### src/rtl/fetch_if.sv
// Fetch-stage handshake bundle: control inputs from the core, ROM port,
// and the registered instruction stream toward the decoder.
interface fetch_if #(
  parameter int unsigned PC_W = 10
);
  logic            start;
  logic            stall;
  logic            branch_taken;
  logic [PC_W-1:0] branch_target;
  logic [PC_W-1:0] imem_addr;
  logic [8:0]      imem_data;
  logic [8:0]      mach_code;
  logic            mode;
  logic            instr_valid;
  logic [PC_W-1:0] instr_pc;
  logic            done;

  // Environment side: drives control and ROM data, observes fetch outputs.
  modport master (
    output start, stall, branch_taken, branch_target, imem_data,
    input  imem_addr, mach_code, mode, instr_valid, instr_pc, done
  );

  // Fetch unit side.
  modport slave (
    input  start, stall, branch_taken, branch_target, imem_data,
    output imem_addr, mach_code, mode, instr_valid, instr_pc, done
  );
endinterface

### src/rtl/fetch_unit.sv
// Instruction fetch stage: owns the PC and the reg-reg/reg-imm mode flag,
// reads the combinational ROM and registers the word for the decoder.
// Mode-switch and halt encodings are consumed here and never forwarded.
module fetch_unit #(
  parameter int unsigned PC_W         = 10,
  parameter logic [8:0]  MODE_SW_CODE = 9'h1FF,
  parameter logic [8:0]  HALT_CODE    = 9'h1FE
) (
  input logic     clk,
  input logic     reset,
  fetch_if.slave  bus
);

  typedef enum logic [1:0] {
    IDLE = 2'd0,
    RUN  = 2'd1,
    HALT = 2'd2
  } state_t;

  state_t          state;
  logic [PC_W-1:0] pc;
  logic [8:0]      code;
  logic            mode_flag;
  logic            valid;
  logic [PC_W-1:0] fetched_pc;
  logic            halted;

  // ROM is addressed straight from the PC register.
  assign bus.imem_addr   = pc;
  assign bus.mach_code   = code;
  assign bus.mode        = mode_flag;
  assign bus.instr_valid = valid;
  assign bus.instr_pc    = fetched_pc;
  assign bus.done        = halted;

  // Fetch FSM: PC update, instruction register and mode/halt handling.
  always_ff @(posedge clk) begin
    if (reset) begin
      state      <= IDLE;
      pc         <= '0;
      code       <= '0;
      mode_flag  <= 1'b0;
      valid      <= 1'b0;
      fetched_pc <= '0;
      halted     <= 1'b0;
    end else begin
      case (state)
        IDLE: begin
          pc    <= '0;
          valid <= 1'b0;
          if (bus.start) state <= RUN;
        end

        RUN: begin
          if (bus.branch_taken) begin
            // Redirect wins over stall; the word fetched this cycle is dropped
            // without inspecting it for mode-switch or halt.
            pc         <= bus.branch_target;
            code       <= '0;
            valid      <= 1'b0;
            fetched_pc <= pc;
          end else if (bus.stall) begin
            // Hold everything so the decoder sees the same instruction again.
          end else if (bus.imem_data == HALT_CODE) begin
            code       <= '0;
            valid      <= 1'b0;
            fetched_pc <= pc;
            halted     <= 1'b1;
            state      <= HALT;
          end else begin
            fetched_pc <= pc;
            pc         <= pc + PC_W'(1);
            if (bus.imem_data == MODE_SW_CODE) begin
              mode_flag <= ~mode_flag;
              code      <= '0;
              valid     <= 1'b0;
            end else begin
              code  <= bus.imem_data;
              valid <= 1'b1;
            end
          end
        end

        HALT: begin
          valid <= 1'b0;
        end

        default: state <= IDLE;
      endcase
    end
  end

endmodule

### src/flat_wrapper.sv
// flat-port wrapper written by rule: the top's interface ports become plain ports
module fetch_unit_flat 
#(
  parameter int unsigned PC_W         = 10,
  parameter logic [8:0]  MODE_SW_CODE = 9'h1FF,
  parameter logic [8:0]  HALT_CODE    = 9'h1FE
)
  (clk, reset, bus_start, bus_stall, bus_branch_taken, bus_branch_target, bus_imem_data, bus_imem_addr, bus_mach_code, bus_mode, bus_instr_valid, bus_instr_pc, bus_done);
  fetch_if #(.PC_W(PC_W)) bus_i ();
  input logic clk;
  input logic reset;
  input wire logic [$bits(bus_i.start)-1:0] bus_start;
  input wire logic [$bits(bus_i.stall)-1:0] bus_stall;
  input wire logic [$bits(bus_i.branch_taken)-1:0] bus_branch_taken;
  input wire logic [$bits(bus_i.branch_target)-1:0] bus_branch_target;
  input wire logic [$bits(bus_i.imem_data)-1:0] bus_imem_data;
  output wire logic [$bits(bus_i.imem_addr)-1:0] bus_imem_addr;
  output wire logic [$bits(bus_i.mach_code)-1:0] bus_mach_code;
  output wire logic [$bits(bus_i.mode)-1:0] bus_mode;
  output wire logic [$bits(bus_i.instr_valid)-1:0] bus_instr_valid;
  output wire logic [$bits(bus_i.instr_pc)-1:0] bus_instr_pc;
  output wire logic [$bits(bus_i.done)-1:0] bus_done;
  assign bus_i.start = bus_start;
  assign bus_i.stall = bus_stall;
  assign bus_i.branch_taken = bus_branch_taken;
  assign bus_i.branch_target = bus_branch_target;
  assign bus_i.imem_data = bus_imem_data;
  assign bus_imem_addr = bus_i.imem_addr;
  assign bus_mach_code = bus_i.mach_code;
  assign bus_mode = bus_i.mode;
  assign bus_instr_valid = bus_i.instr_valid;
  assign bus_instr_pc = bus_i.instr_pc;
  assign bus_done = bus_i.done;
  fetch_unit #(.PC_W(PC_W), .MODE_SW_CODE(MODE_SW_CODE), .HALT_CODE(HALT_CODE)) u_core (.clk(clk), .reset(reset), .bus(bus_i));
endmodule
### config.mk
export PLATFORM = sky130hd
export DESIGN_NAME = fetch_unit_flat
export DESIGN_NICKNAME = d
export VERILOG_FILES = /design/src/rtl/fetch_if.sv /design/src/rtl/fetch_unit.sv /design/src/flat_wrapper.sv
export SDC_FILE = /design/constraint.sdc
export NUM_CORES = 1
export LEC_CHECK = 0
export ABC_CLOCK_PERIOD_IN_PS = 1600
export CAP_MARGIN = 0
export CORE_UTILIZATION = 41
export DETAILED_ROUTE_END_ITERATION = 7
export PLACE_DENSITY = 0.79
export SETUP_SLACK_MARGIN = 0.3
export SLEW_MARGIN = 30
export SYNTH_ARGS = -nofsm -noshare
export SYNTH_HDL_FRONTEND = slang
export SYNTH_SLANG_ARGS = --single-unit
### constraint.sdc
create_clock -name clk -period 1.6 [get_ports clk]
set_input_delay 0.32 -clock clk [delete_from_list [all_inputs] [get_ports clk]]
set_output_delay 0.32 -clock clk [all_outputs]
set_load 0.1 [all_outputs]
# ---- Yosys cells after proc, flatten, opt, wreduce, memory -nomap -nowiden
# Cells that the tools add are included.
dict set report totals {
  register_bits 34
  out_inout_bits 32
  wordCells 54
}
dict set report op_classes {
  n_addsub 1
  eq_ne 11
  n_mux 20
  bitwise_logic 5
  n_reduce_logical 10
}
# cell count
set ops {}
lappend ops {{10-bit two-way mux} 5}
lappend ops {{9-bit two-way mux} 4}
lappend ops {{10-bit case mux with 2 select lines} 1}
lappend ops {{9-bit equality test, second input constant} 2}
lappend ops {{10-bit by 1-bit adder with 10-bit output, second input constant} 1}
lappend ops {{5-bit AND reduction} 2}
lappend ops {{2-bit two-way mux} 4}
lappend ops {{2-bit inequality test, second input constant} 3}
lappend ops {{3-bit inequality test, second input constant} 2}
lappend ops {{2-bit case mux with 3 select lines} 1}
lappend ops {{1-bit NOT} 5}
lappend ops {{1-bit two-way mux} 4}
lappend ops {{2-bit by 1-bit inequality test with 1-bit output, second input constant} 2}
lappend ops {{2-bit AND reduction} 2}
lappend ops {{4-bit AND reduction} 1}
lappend ops {{2-bit nonzero test} 2}
lappend ops {{3-bit AND reduction} 1}
lappend ops {{2-bit by 1-bit equality test with 1-bit output, second input constant} 1}
lappend ops {{2-bit equality test, second input constant} 1}
lappend ops {{2-bit zero test} 1}
lappend ops {{1-bit case mux with 2 select lines} 1}
lappend ops {{2-bit OR reduction} 1}

# ---- Depth between registers and ports, before layout
dict set report logic_depth {
  ltp_word 6
  mapped_depth 7
}

# ---- Worst setup path before layout
# No wires, ideal clock.
dict set report synth_timing {
  path_kind {flip-flop to flip-flop}
  startpoint {register u_core.pc[0] (netlist: u_core.bus.imem_addr[0])}
  endpoint {register u_core.pc[6] (netlist: u_core.bus.imem_addr[6])}
  setup_ps 86
  t_arrival_ps 2143
  t_required_ps 1514
  setup_slack_ps -629
  path_stages_with_launch 6
  synth_period_minus_slack_ps 2229
  path_cell_list {dfxtp_1 -> ha_1 -> and4_1 -> a21oi_1 -> a311o_1 -> a211oi_1}
}
dict set report synth_between {
  elab_chain_len 5
}
# element line_no
set synth_rtl {}
lappend synth_rtl {{start, declared} fetch_unit.sv:21} ;# logic [PC_W-1:0] pc;
lappend synth_rtl {{start signal, assigned} fetch_unit.sv:58} ;# pc <= bus.branch_target;
lappend synth_rtl {{start signal, assigned} fetch_unit.sv:72} ;# pc <= pc + PC_W'(1);
lappend synth_rtl {{10-bit by 1-bit adder with 10-bit output} fetch_unit.sv:72}
lappend synth_rtl {{10-bit two-way mux} fetch_unit.sv:64} ;# end else if (bus.imem_data == HALT_CODE) begin
lappend synth_rtl {{10-bit two-way mux} fetch_unit.sv:62} ;# end else if (bus.stall) begin
lappend synth_rtl {{10-bit two-way mux} fetch_unit.sv:55} ;# if (bus.branch_taken) begin
lappend synth_rtl {{10-bit case mux with 2 select lines} fetch_unit.sv:47} ;# case (state)
# Every way passes these cells. The select of a mux whose other input is x is not followed.
# A chain may end at the register's enable or synchronous reset.

# ---- Final worst setup path
dict set report layout_timing {
  startpoint {register u_core.state[0]}
  endpoint {register u_core.pc[4] (netlist: u_core.bus.imem_addr[4])}
}
dict set report layout_between {
  elab_chain_len 3
  elab_cells_between_ends 7
  cone_classes {eq/ne (3); mux (1); reduce/logical (3)}
}
# element line_no
set layout_rtl {}
lappend layout_rtl {{start, declared} fetch_unit.sv:20} ;# state_t state;
lappend layout_rtl {{start signal, assigned} fetch_unit.sv:39} ;# state <= IDLE;
lappend layout_rtl {{start signal, assigned} fetch_unit.sv:51} ;# if (bus.start) state <= RUN;
lappend layout_rtl {{start signal, assigned} fetch_unit.sv:69} ;# state <= HALT;
lappend layout_rtl {{2-bit by 1-bit equality test with 1-bit output / 2-bit zero test (equally long branches)} fetch_unit.sv:47}
lappend layout_rtl {{3-bit inequality test (no line) / 2-bit nonzero test (equally long branches)} n/a}
lappend layout_rtl {{3-bit AND reduction (no line)} n/a}
# Several ways; a longest one is shown, not always the timed one.

==> results.ini <==
[power_and_ir_drop]
total_power_uw = 2030
vdd_ir_drop_max_uv = 484
leakage_uw = 0.00124
powerDensity_nw_per_um2 = 637

[clock_tree]
clk_pin_slew_worst_paths_ps = 80
htreeDepth = 2
clk-insertion-delay-late_ps = 290
clock-sinks = 34
cts_made_buffers = 5
cts_tree = yes
cts_buffer_depth = 2
root_buffer = clkbuf_8
postCtsHoldBufs = 0

[synthesis]
synth_warnings = 0
ys.flop_type = dfxtp_1
syn_area_um2 = 1650
synth-edff-count = 0
synth_seq_area_share = 0.413
synthCells = 190
syn_nets = 215
ys_seq_elements = 34
yosysUniqueCellTypes = 50
ys_async_sr_fraction = 0
synth.avg_cell_area_um2 = 8.67

[timing]
tns_ps = -101
skew_ps = 13.1
setup_viol = 2
tightest_slew_ps = 428
finalCriticalPeriod_ps = 1700
rsz0062_at_grt = yes
maxSlewViolCount = 0
fin_ws_ps = -96.9
maxSlewHeadroom = 0.714
hold_ws_ps = 300
fin_crit_sh = 1.06
fmax_ghz = 0.589
hold_viol = 0

[die]
die_w_um = 65.4
core_um2 = 3740
row_count = 22
start_util = 0.440
die_h_um = 65.4
fp.dieArea_um2 = 4270
io_pins = 56

[setup_path]
critical_path_class = flop to flop
cp-end-kind = flop
regToRegEndpoint = u_core.bus.imem_addr[4]
path_cells = or3b_4 > buf_6 > nor4_4 > buf_6 > o32ai_4 > a211oi_2
start_kind = flop
critPathLaunch = u_core.state[0]
timing.rr.start = u_core.state[0]
slowest_stage = or3b_4
cp.arrival_ps = 1890
path_max_fanout = 6
crit_top_cell = buf_6
rrSetupSlack_ps = -100
r2r_cells = 6
worstPathRequired_ps = 1790
critical-path-max-stage-delay_ps = 390

[placed_design]
portBuffers = 55
place_area_um2 = 2860
place.gp.congestion = 0.977
post-place-ws_ps = -542
hpwl_um = 4310

[drt]
num_vias = 2205
firstDrtPassIters = 5
drt_drc_violations_left = 0
ant_nets = 0
via_per_inst = 6.50
routedWlPerCell_um = 22.9
dr.first_iter.drc_count = 254
drt_wl_total_um = 7770

[grt]
grt_overflow = 0
grt_pass1_wl_um = 10300
track_usage = 0.318
antenna_found_initial = 0
grt_max_degree = 12
grt_pass1_vias = 2070

[hold_path]
hold_start = bus_imem_data[1]
min_to = u_core.bus.mach_code[1]
holdPathStages = 2
hp-class = primary input to flop

[status]
status = complete, but fails checks
failed_checks = setup timing

[cells_and_area]
drive_above_1_share = 0.495
post-route-cell-area_um2 = 3190
antenna_cells = 0
nets = 315
syn_to_final_growth_pct = 93.9

[flow_run]
cap_violations = 0

[state kept, by name, summed over array words and instances, names as in the netlist]
signal,flops
u_core.bus.done,1
u_core.bus.imem_addr,10
u_core.bus.instr_pc,10
u_core.bus.instr_valid,1
u_core.bus.mach_code,9
u_core.bus.mode,1
u_core.state,2
[timing repair]
item,CTS,global route
endpoints found under the hold margin,0,0
cloned,0,0
pin swaps,14,10
resized for setup,60,23
buffers inserted,6,4
endpoints found under the setup margin,34,35
[critical path: cells and delay by family, from the launching register on]
kind            cells  cell delay [ps]
simple gates        2              550
buf+inv             2              310
flops               1              340
compound gates      2              410
[kinds of logic after synthesis]
family / count (synthesis) / share of synthesized area
muxes: 1 / 0.00684
DFF: 34 / 0.413
and+or+nand+nor: 74 / 0.253
buffers and inverters: 14 / 0.0426
adders and majority gates: 1 / 0.00760
AOI/OAI and AO/OA: 66 / 0.277
[worst max path at each step]
| stage | depth (start not counted) | slack, ps | endpoint |
|---|---|---|---|
| 2_1_floorplan | 6 | -120 | u_core.bus.imem_addr[6] |
| 3_3_place_gp | 5 | -450 | u_core.bus.imem_addr[6] |
| 3_5_place_dp | 6 | -540 | u_core.bus.imem_addr[4] |
| 4_1_cts | 3 | -50 | u_core.bus.imem_addr[7] |
| 5_1_grt | 6 | -110 | u_core.bus.imem_addr[4] |
| 6_report | 6 | -100 | u_core.bus.imem_addr[4] |
[per-stage QoR]
stage	instances	util
floorplan	190	-
global placement	321	0.765
global route	339	0.853
CTS	335	0.819
finish	339	0.853
detailed placement	321	0.765
[Yosys cell counts (2+ instances only)]
cell type  instances  area (µm²)
o211ai_1           3        22.5
a21oi_1           22         110
nand4_1            4        25.0
dfxtp_1           34         681
o31ai_1            2        15.0
nand4_2            2        25.0
nand2b_1           3        18.8
o41ai_1            2        17.5
or3_1              2        12.5
inv_1              3        11.3
a311o_1            2        20.0
nor3_1             3        15.0
nor2b_1            3        18.8
o21ai_1            3        15.0
a211oi_1           3        22.5
clkbuf_1           7        26.3
nand2_1           24        90.1
nor2_1            12        45.0
buf_2              2        10.0
o32ai_1            2        17.5
o21ai_0            5        25.0
buf_6              2        22.5
nand3_1            9        45.0
a22o_1             8        70.1
a31oi_1            3        18.8
[report_power, final]
group / switching [µW] / internal (µW) / leakage [µW] / total [µW]
registers: 33.5 / 859 / 0.000282 / 892
clock network: 322 / 299 / 0.0000426 / 622
logic: 300 / 219 / 0.000911 / 519
total: 656 / 1380 / 0.00124 / 2030
[layer usage]
metal,global-route usage,share of wire
met5,0,0
met4,0.152,0.049
met3,0.0625,0.090
met2,0.536,0.49
met1,0.385,0.37
[placed cells by master, fill, tap and decap left out, types with 2 or more instances in the layout]
| cell type | synthesis | routed |
|---|---|---|
| a211oi_2 | 0 | 2 |
| a21oi_1 | 22 | 15 |
| a21oi_2 | 1 | 7 |
| a22o_1 | 8 | 8 |
| a311o_1 | 2 | 2 |
| a31oi_1 | 3 | 3 |
| buf_12 | 0 | 32 |
| buf_2 | 2 | 7 |
| buf_4 | 0 | 43 |
| buf_6 | 2 | 6 |
| clkbuf_8 | 0 | 5 |
| clkdlybuf4s50_1 | 0 | 11 |
| dfxtp_1 | 34 | 22 |
| dfxtp_2 | 0 | 6 |
| dfxtp_4 | 0 | 6 |
| dlygate4sd2_1 | 0 | 2 |
| inv_1 | 3 | 2 |
| nand2_1 | 24 | 24 |
| nand2b_4 | 0 | 2 |
| nand3_1 | 9 | 8 |
| nand4_1 | 4 | 4 |
| nand4_4 | 0 | 2 |
| nor2_1 | 12 | 10 |
| nor2b_4 | 0 | 2 |
| o211ai_1 | 3 | 3 |
| o21ai_0 | 5 | 4 |
| o21ai_1 | 3 | 4 |
| o31ai_1 | 2 | 2 |
| o41ai_2 | 0 | 2 |
[cell type report]
type	count	area, µm²
Multi-Input combinational cell	142	1110
Sequential cell	34	711
Timing Repair Buffer	104	1220
Tap cell	48	60.1
Inverter	3	11.3
Clock inverter	2	8.76
Fill cell	181	551
Clock buffer	6	72.6
No activity file was read; power rests on OpenSTA's default activity.
